**config.mk**
```make
export PLATFORM = sky130hd
export DESIGN_NAME = seg7_scroll_ctrl
export DESIGN_NICKNAME = d
export VERILOG_FILES = /design/src/rtl/seg7_scroll_ctrl.sv
export SDC_FILE = /design/constraint.sdc
export NUM_CORES = 1
export LEC_CHECK = 0
export BUFFER_PORTS_ARGS = -buffer_cell sky130_fd_sc_hd__clkbuf_2
export CAP_MARGIN = 20
export CORE_MARGIN = 4
export CORE_UTILIZATION = 60
export CTS_CLUSTER_DIAMETER = 60
export CTS_CLUSTER_SIZE = 24
export DETAILED_ROUTE_END_ITERATION = 16
export GPL_TIMING_DRIVEN = 0
export PLACE_DENSITY = 0.78
export SLEW_MARGIN = 20
export SYNTH_ARGS = -nofsm -noshare
export SYNTH_HDL_FRONTEND = slang
export SYNTH_SLANG_ARGS = --single-unit
```
**constraint.sdc**
```tcl
create_clock -name Clock -period 3.04 [get_ports Clock]
set_input_delay 0.456 -clock Clock [delete_from_list [all_inputs] [get_ports Clock]]
set_output_delay 0.456 -clock Clock [all_outputs]
set_load 0.005 [all_outputs]
```
**src/rtl/seg7_scroll_ctrl.sv**
```systemverilog
// Marquee sequencer for the six-digit HEX display bank: holds a loaded message and
// rewrites all six digits every TICK_DIV cycles, shifting one character left each step.
module seg7_scroll_ctrl #(
    parameter int MSG_DEPTH = 16,
    parameter int AW        = 4,
    parameter int TICK_DIV  = 25000000
) (
    input  logic          Clock,
    input  logic          Resetn,
    input  logic          WrEn,
    input  logic [AW-1:0] WrAddr,
    input  logic [6:0]    WrData,
    input  logic [AW:0]   Len,
    input  logic          Start,
    input  logic          Stop,
    output logic          Busy,
    output logic [AW-1:0] Pos,
    output logic [6:0]    Seg_Data,
    output logic [2:0]    Seg_Addr,
    output logic          Seg_Sel
);

    localparam int              TW        = (TICK_DIV > 1) ? $clog2(TICK_DIV) : 1;
    localparam logic [TW-1:0]   TICK_LOAD = TW'(TICK_DIV - 1);
    localparam logic [AW:0]     DEPTH_L   = (AW+1)'(MSG_DEPTH);

    typedef enum logic [1:0] {IDLE, UPDATE, WAIT} state_t;

    state_t          state;
    logic [6:0]      msg_buf [MSG_DEPTH];
    logic [AW-1:0]   last_idx;
    logic [AW-1:0]   rd_idx;
    logic [2:0]      k;
    logic [TW-1:0]   tick;
    logic            stop_pend;
    logic [AW:0]     len_clip;
    logic            start_ok;
    logic [AW-1:0]   pos_next;

    // Circular increment over the active message length; also yields (Pos+k) mod L
    // incrementally, so lengths below six repeat across the digits.
    function automatic logic [AW-1:0] wrap_inc(input logic [AW-1:0] i,
                                               input logic [AW-1:0] last);
        return (i == last) ? '0 : i + 1'b1;
    endfunction

    assign len_clip = (Len > DEPTH_L) ? DEPTH_L : Len;
    assign start_ok = Start && !Stop && (Len != '0);
    assign pos_next = wrap_inc(Pos, last_idx);

    always_ff @(posedge Clock) begin
        if (!Resetn) begin
            state     <= IDLE;
            Busy      <= 1'b0;
            Pos       <= '0;
            Seg_Sel   <= 1'b0;
            Seg_Data  <= '0;
            Seg_Addr  <= '0;
            tick      <= '0;
            k         <= '0;
            stop_pend <= 1'b0;
            last_idx  <= '0;
            rd_idx    <= '0;
            for (int i = 0; i < MSG_DEPTH; i++) msg_buf[i] <= '0;
        end else begin
            if (WrEn) msg_buf[WrAddr] <= WrData;

            unique case (state)
                IDLE: begin
                    Seg_Sel   <= 1'b0;
                    stop_pend <= 1'b0;
                    if (start_ok) begin
                        last_idx <= AW'(len_clip - 1'b1);
                        Pos      <= '0;
                        rd_idx   <= '0;
                        k        <= '0;
                        Busy     <= 1'b1;
                        state    <= UPDATE;
                    end
                end
                UPDATE: begin
                    Seg_Sel  <= 1'b1;
                    Seg_Addr <= 3'd5 - k;
                    Seg_Data <= msg_buf[rd_idx];
                    rd_idx   <= wrap_inc(rd_idx, last_idx);
                    k        <= k + 3'd1;
                    // A Stop during the burst only takes effect once HEX0 is written.
                    if (k == 3'd5) begin
                        if (stop_pend || Stop) begin
                            state     <= IDLE;
                            Busy      <= 1'b0;
                            stop_pend <= 1'b0;
                        end else begin
                            tick  <= TICK_LOAD;
                            state <= WAIT;
                        end
                    end else if (Stop) begin
                        stop_pend <= 1'b1;
                    end
                end
                WAIT: begin
                    Seg_Sel <= 1'b0;
                    if (Stop) begin
                        state <= IDLE;
                        Busy  <= 1'b0;
                    end else if (tick == '0) begin
                        Pos    <= pos_next;
                        rd_idx <= pos_next;
                        k      <= '0;
                        state  <= UPDATE;
                    end else begin
                        tick <= tick - 1'b1;
                    end
                end
                default: begin
                    state <= IDLE;
                    Busy  <= 1'b0;
                end
            endcase
        end
    end

endmodule

```
==> results of run 1 <==
[area by class of cell]
type                    count  area, um^2  area share [%]
multi-input cells         446        3350            37.4
clock buffers              18         429            4.79
repair buffers             36         180            2.01
flip-flops and latches    167        4460            49.9
plain buffers              37         145            1.62
inverters                  13        48.8           0.545
well taps                 172         215            2.40
clock inverters            14         121            1.36
[cell families after synthesis]
| family | Yosys count |
|---|---|
| AND/OR/NAND/NOR | 262 |
| flip-flops | 167 |
| AO/OA/AOI/OAI | 116 |
| buffers and inverters | 51 |
| multiplexers | 38 |
| XOR/XNOR | 19 |
| adder cells (fa/ha/maj) | 11 |
[worst register-to-register path, delay by kind of cell (launching register included)]
kind,cells,cell delay (ps)
buffers and inverters,2,1010
AO/OA/AOI/OAI,2,690
multiplexers,1,680
flip-flops,1,340
[per-layer routing]
metal  part of all wire, %  wire (um)
met5                     0          0
met4                   2.2        414
met3                   6.4       1190
met2                    51       9400
met1                    40       7470
[cells in the mapped netlist (all sizes together) (6+ instances only)]
library cell / n
nand4: 6
mux4: 28
or4: 11
nor3: 11
xor2: 14
o31ai: 7
buf: 6
nand3b: 7
a22o: 7
o21ai: 32
a31oi: 9
mux2i: 10
or3: 15
edfxtp: 112
nand3: 8
dfxtp: 55
nor2: 37
a21oi: 16
inv: 12
clkbuf: 32
nand2b: 13
and2: 114
ha: 11
nand2: 19
a221oi: 7
a211oi: 8
[power breakdown]
group,switching [mW],internal (mW),leakage (nW),total (mW)
combinational,0.824,0.517,1.41,1.34
clock,0.913,1.13,0.271,2.04
sequential,0.144,2.64,1.51,2.78
[final timing paths]
kind | slack (ps) | end | cells after the start
worst max-delay path | 180 | Seg_Data[3]$_SDFFE_PN0P_ | 5
worst min-delay path | 380 | msg_buf[12][0]$_SDFFCE_PN0P_ | 2
worst max register to register | 180 | Seg_Data[3]$_SDFFE_PN0P_ | 5
worst min register to register | 480 | Seg_Addr[0]$_SDFFE_PN0P_ | 2
[sequential cells by signal (all words and copies together), names as in the netlist, 2 cells and up]
signal and cells:
Seg_Data 7, msg_buf 112, k 3, rd_idx 4, Pos 4, tick 25
last_idx 4, state 2, Seg_Addr 3
[through the flow]
step	power [mW]	util (%)	setup slack, ps	hold WS [ps]	cell area (um^2)
3_5_place_dp	4.12	65.5	161	477	8400
5_1_grt	6.42	69.8	72.2	390	8950
2_1_floorplan	3.74	-	823	460	8010
3_3_place_gp	4.06	65.5	158	465	8400
6_report	6.16	69.8	177	382	8950
4_1_cts	6.13	69.8	102	388	8950
==> impl_metrics.yaml, run 1 <==
yosys:
  synthFlopType: "edfxtp_1"
  synth_edf_count: 112
  synth_compound_area_share_pct: 9.75
  ys_warn_count: 0
  synth.area.top_cells: "edfxtp_1 42%, dfxtp_1 14%, and2_1 8.9%"
  seq_area_frac_synth_pct: 55.7
  synth.distinct_cells: 60
  yosys.area.top_type: "edfxtp_1"
  ys_ff_latch: 167
  muxShareOfSynthArea_pct: 9.12
  synth_fa_ha_area_share_pct: 1.72
  synth_nets: 696
  synth_top_family_by_area: "simple AND/OR/NAND/NOR gates"
  synthSimpleGateAreaFrac_pct: 19.1
  netlist_area_um2: 8010
  synth_xor_area_share_pct: 2.08
  async_reset_ff_share_pct: 0
  synth_top_cell_area_share_pct: 42.0
  avgSynthCellArea_um2: 12.1
  synth_cells: 664
critical_path:
  rr_startpoint: "rd_idx[0]$_SDFFE_PN0P_"
  slowest_stage: "buf_1"
  cp_max_fo: 10
  crit_path_start: "rd_idx[0]$_SDFFE_PN0P_"
  worstSetupStartpointType: "flip-flop"
  path_buf_inv: 2
  worstPathArrival_ps: 3160
  worst_path_largest_cell_delay_ps: 790
  crit_family: "buffers and inverters"
  end_kind: "flip-flop"
  path_cells: "buf_2 -> buf_1 -> mux4_2 -> a221oi_1 -> o21ai_0"
  cp.required_ps: 3340
  critPathKind: "reg -> reg"
sta:
  fin_crit_sh_pct: 94.2
  setup_viol: 0
  rsz0062_at_grt: "no"
  hold_violations: 0
  maxSlewViolCount: 0
  worstMarginPinSlew_ps: 1020
  slew_headroom_pct: 31.0
  finalCriticalPeriod_ps: 2860
  fmax_mhz: 349
  finalSetupTns_ps: 0
  fin_skew_ps: 10.7
power:
  p_per_area_nw_per_um2: 688
  power_leakage_nw: 3.20
  peakVddDrop_v: 0.000433
cts:
  hold_buffers: 0
  cts.sinks: 167
  cts_setup_buffers: 0
  cts_max_path_buffers: 2
  clock_tree.root_cell: "clkbuf_16"
  htree_num_levels: 4
  insertion_delay_ps: 440
  cts_resized: 0
  clkTransAtPathRegs_ps: 60
  cts_tree: "yes"
  cts_made_buffers: 17
detailed_routing:
  vias: 5653
  ant_nets: 0
  routed_via_density: 6.26
  drc: 0
  wirelength_um: 18500
  first_pass_iters: 5
  wl_per_cell_um: 20.4
  drtIter0Drc: 667
floorplanning:
  coreArea_um2: 12800
  start_util_pct: 62.5
  die_w_um: 124
  fp.dieH_um: 124
  fp.dieArea_um2: 15300
  ios: 37
  row_count: 41
finish:
  final_cell_mix: "114 x and2_1, 112 x edfxtp_1, 55 x dfxtp_1, 37 x nor2_1, 37 x clkbuf_2"
  instances_no_fill: 903
  fillers: 918
  layout.nets: 750
  layout-drive-gt1-share_pct: 14.5
  area_growth_pct: 11.8
  layout_commonest_cell: "and2_1"
  antenna_cells: 0
grt:
  grt_antenna_before_repair: 0
  grt_pass1_wl_um: 29400
  grt_use_met3_pct: 6.04
  grt_overflow: 0
  grt_use_met2_pct: 43.2
  met1_usage_pct: 33.5
  grt_start_max_net_pins: 17
  grt_use_total_pct: 26.0
  top_usage_layer: "met2"
  first_global_vias: 5592
min_path:
  hold_path.class: "in -> reg"
  hold_start: "WrData[0]"
placed_design:
  hpwl_um: 12700
  port_buffers: 35
  gp_routability_congestion: 0.843
  placed_cells: 871
flow_run:
  max_cap_viol_count: 0
status:
  outcome: "complete, no violations"
No activity file was read; power rests on OpenSTA's default activity.
==> run 2: changes to the inputs <==
CELL_PAD_IN_SITES_DETAIL_PLACEMENT = 1   (was default)
CELL_PAD_IN_SITES_GLOBAL_PLACEMENT = 2   (was default)
CORE_UTILIZATION = 43   (was 60)
PLACE_DENSITY = 0.87   (was 0.78)
==> run 2 against run 1 <==
Compared with the run above:
- global-route usage fell by 3.9 points
- first-iteration DRC count fell by 38%
- clock skew fell by 1.1 ps
- non-clock buffer count rose by 2
- worst setup slack improved by 55 ps
==> impl_metrics.yaml, run 2 (same netlist as run 1, synthesis figures left out) <==
status:
  outcome: "complete, no violations"
placed_design:
  hpwl_um: 15800
  port_buffers: 35
  place_ws_ps: -49.2
  gp_routability_congestion: 0.834
sta:
  whs_ps: 385
  fmax_mhz: 356
  slew_headroom_pct: 27.8
  setup_viol: 0
  maxSlewViolCount: 0
  rsz0062_at_grt: "no"
  worstMarginPinSlew_ps: 1070
  finalCriticalPeriod_ps: 2810
  fin_crit_sh_pct: 92.4
  hold_violations: 0
  worst_slack_ps: 232
  fin_skew_ps: 9.67
detailed_routing:
  ant_nets: 0
  first_pass_iters: 5
  vias: 5634
  routed_via_density: 5.86
  drtIter0Drc: 414
  drc: 0
  wl_per_cell_um: 22.8
  wirelength_um: 21900
flow_run:
  max_cap_viol_count: 0
finish:
  top_regs: "msg_buf (112), tick (25), Seg_Data (7)"
  final_cell_mix: "114 x and2_1, 112 x edfxtp_1, 55 x dfxtp_1, 37 x nor2_1, 37 x clkbuf_2"
  antenna_cells: 0
  largest-register: "msg_buf"
  fillers: 1920
  layout.nets: 752
  largest_reg_flops: 112
  layout-drive-gt1-share_pct: 15.0
  area_growth_pct: 13.3
  layout_commonest_cell: "and2_1"
grt:
  grt_overflow: 0
  grt_antenna_before_repair: 0
  grt_pass1_wl_um: 34500
  grt_use_total_pct: 22.1
  grt_start_max_net_pins: 17
  first_global_vias: 6031
cts:
  hold_buffers: 0
  cts_made_buffers: 17
  cts_setup_buffers: 0
  htree_num_levels: 4
  cts.sinks: 167
  insertion_delay_ps: 430
  clkTransAtPathRegs_ps: 60
  cts_tree: "yes"
  clock_tree.root_cell: "clkbuf_16"
  cts_max_path_buffers: 2
critical_path:
  end_kind: "flip-flop"
  critPathKind: "reg -> reg"
  path_buf_inv: 2
  worst_path_largest_cell_delay_ps: 780
  cp.required_ps: 3380
  worstPathArrival_ps: 3150
  path_cells: "inv_1 -> ha_1 -> nor4bb_1 -> o211a_1 -> o211ai_1 -> buf_2 -> or3_1 -> a31oi_1"
  rr_startpoint: "k[1]$_SDFFE_PN0P_"
  worstReg2RegEnd: "tick[12]$_SDFFE_PN0P_"
  crit_family: "simple AND/OR/NAND/NOR gates"
  worstSetupStartpointType: "flip-flop"
  cp.depth: 8
  r2r_setup_slack_ps: 230
  cp_max_fo: 10
  crit_path_start: "k[1]$_SDFFE_PN0P_"
  r2r_cells: 8
  crit_end: "tick[12]$_SDFFE_PN0P_"
  slowest_stage: "nor4bb_1"
floorplanning:
  fp.dieArea_um2: 20900
  row_count: 49
  fp.dieH_um: 144
  ios: 37
  start_util_pct: 44.1
  coreArea_um2: 18100
  die_w_um: 144
min_path:
  hold_path.class: "in -> reg"
power:
  p_per_area_nw_per_um2: 695
  power_leakage_nw: 3.21
  peakVddDrop_v: 0.000468
==> run 2: cell type report <==
| class | instances | area [um^2] | share of cell area (%) |
|---|---|---|---|
| Inverter | 13 | 48.8 | 0.538 |
| Timing Repair Buffer | 37 | 188 | 2.07 |
| Tap cell | 229 | 287 | 3.16 |
| Multi-Input combinational cell | 446 | 3360 | 37.0 |
| Buffer | 38 | 150 | 1.65 |
| Clock buffer | 17 | 425 | 4.69 |
| Sequential cell | 167 | 4460 | 49.2 |
| Clock inverter | 15 | 151 | 1.67 |
==> run 2: tightest hold or removal path: stages <==
cell      delay (ps)
clkbuf_2         150
a22oi_1          100
nor2_1            80
==> run 2: stage by stage <==
step	instance area, um^2	instances	setup TNS [ps]	power (mW)	util (%)
finish	9070	962	0	6.31	50.0
global route	9070	962	0	6.62	50.0
CTS	9060	962	0	6.34	49.9
detailed placement	8480	930	-459	4.20	46.8
global placement	8470	928	-784	4.11	46.7
floorplan	8010	664	0	3.74	-
==> run 2: metal layers <==
metal / GRT usage (%) / wire (um)
met4: 5.15 / 262
met2: 38.5 / 11200
met3: 4.66 / 1040
met1: 28.4 / 9410
met5: 0 / 0
==> run 2: worst min path at each step <==
stage          cells past startpoint                      from                      endpoint  slack, ps
5_1_grt                            2                 WrData[3]  msg_buf[13][3]$_SDFFCE_PN0P_        410
3_5_place_dp                       2  Seg_Addr[0]$_SDFFE_PN0P_      Seg_Addr[0]$_SDFFE_PN0P_        490
2_1_floorplan                      2      tick[6]$_SDFFE_PN0P_          tick[6]$_SDFFE_PN0P_        460
3_3_place_gp                       2  Seg_Addr[0]$_SDFFE_PN0P_      Seg_Addr[0]$_SDFFE_PN0P_        460
4_1_cts                            3                      Stop        stop_pend$_SDFFE_PN0P_        370
6_report                           3                      Stop        stop_pend$_SDFFE_PN0P_        390
==> run 2: power breakdown <==
group | switching [mW] | total, mW | internal (mW) | leakage, nW
logic | 0.858 | 1.38 | 0.520 | 1.43
registers | 0.153 | 2.79 | 2.64 | 1.51
clock network | 0.935 | 2.14 | 1.21 | 0.269
==> run 2: what timing repair did <==
action	in CTS	in global routing
hold endpoints to repair	0	0
endpoints found under the setup margin	0	6
gates resized for setup	0	3
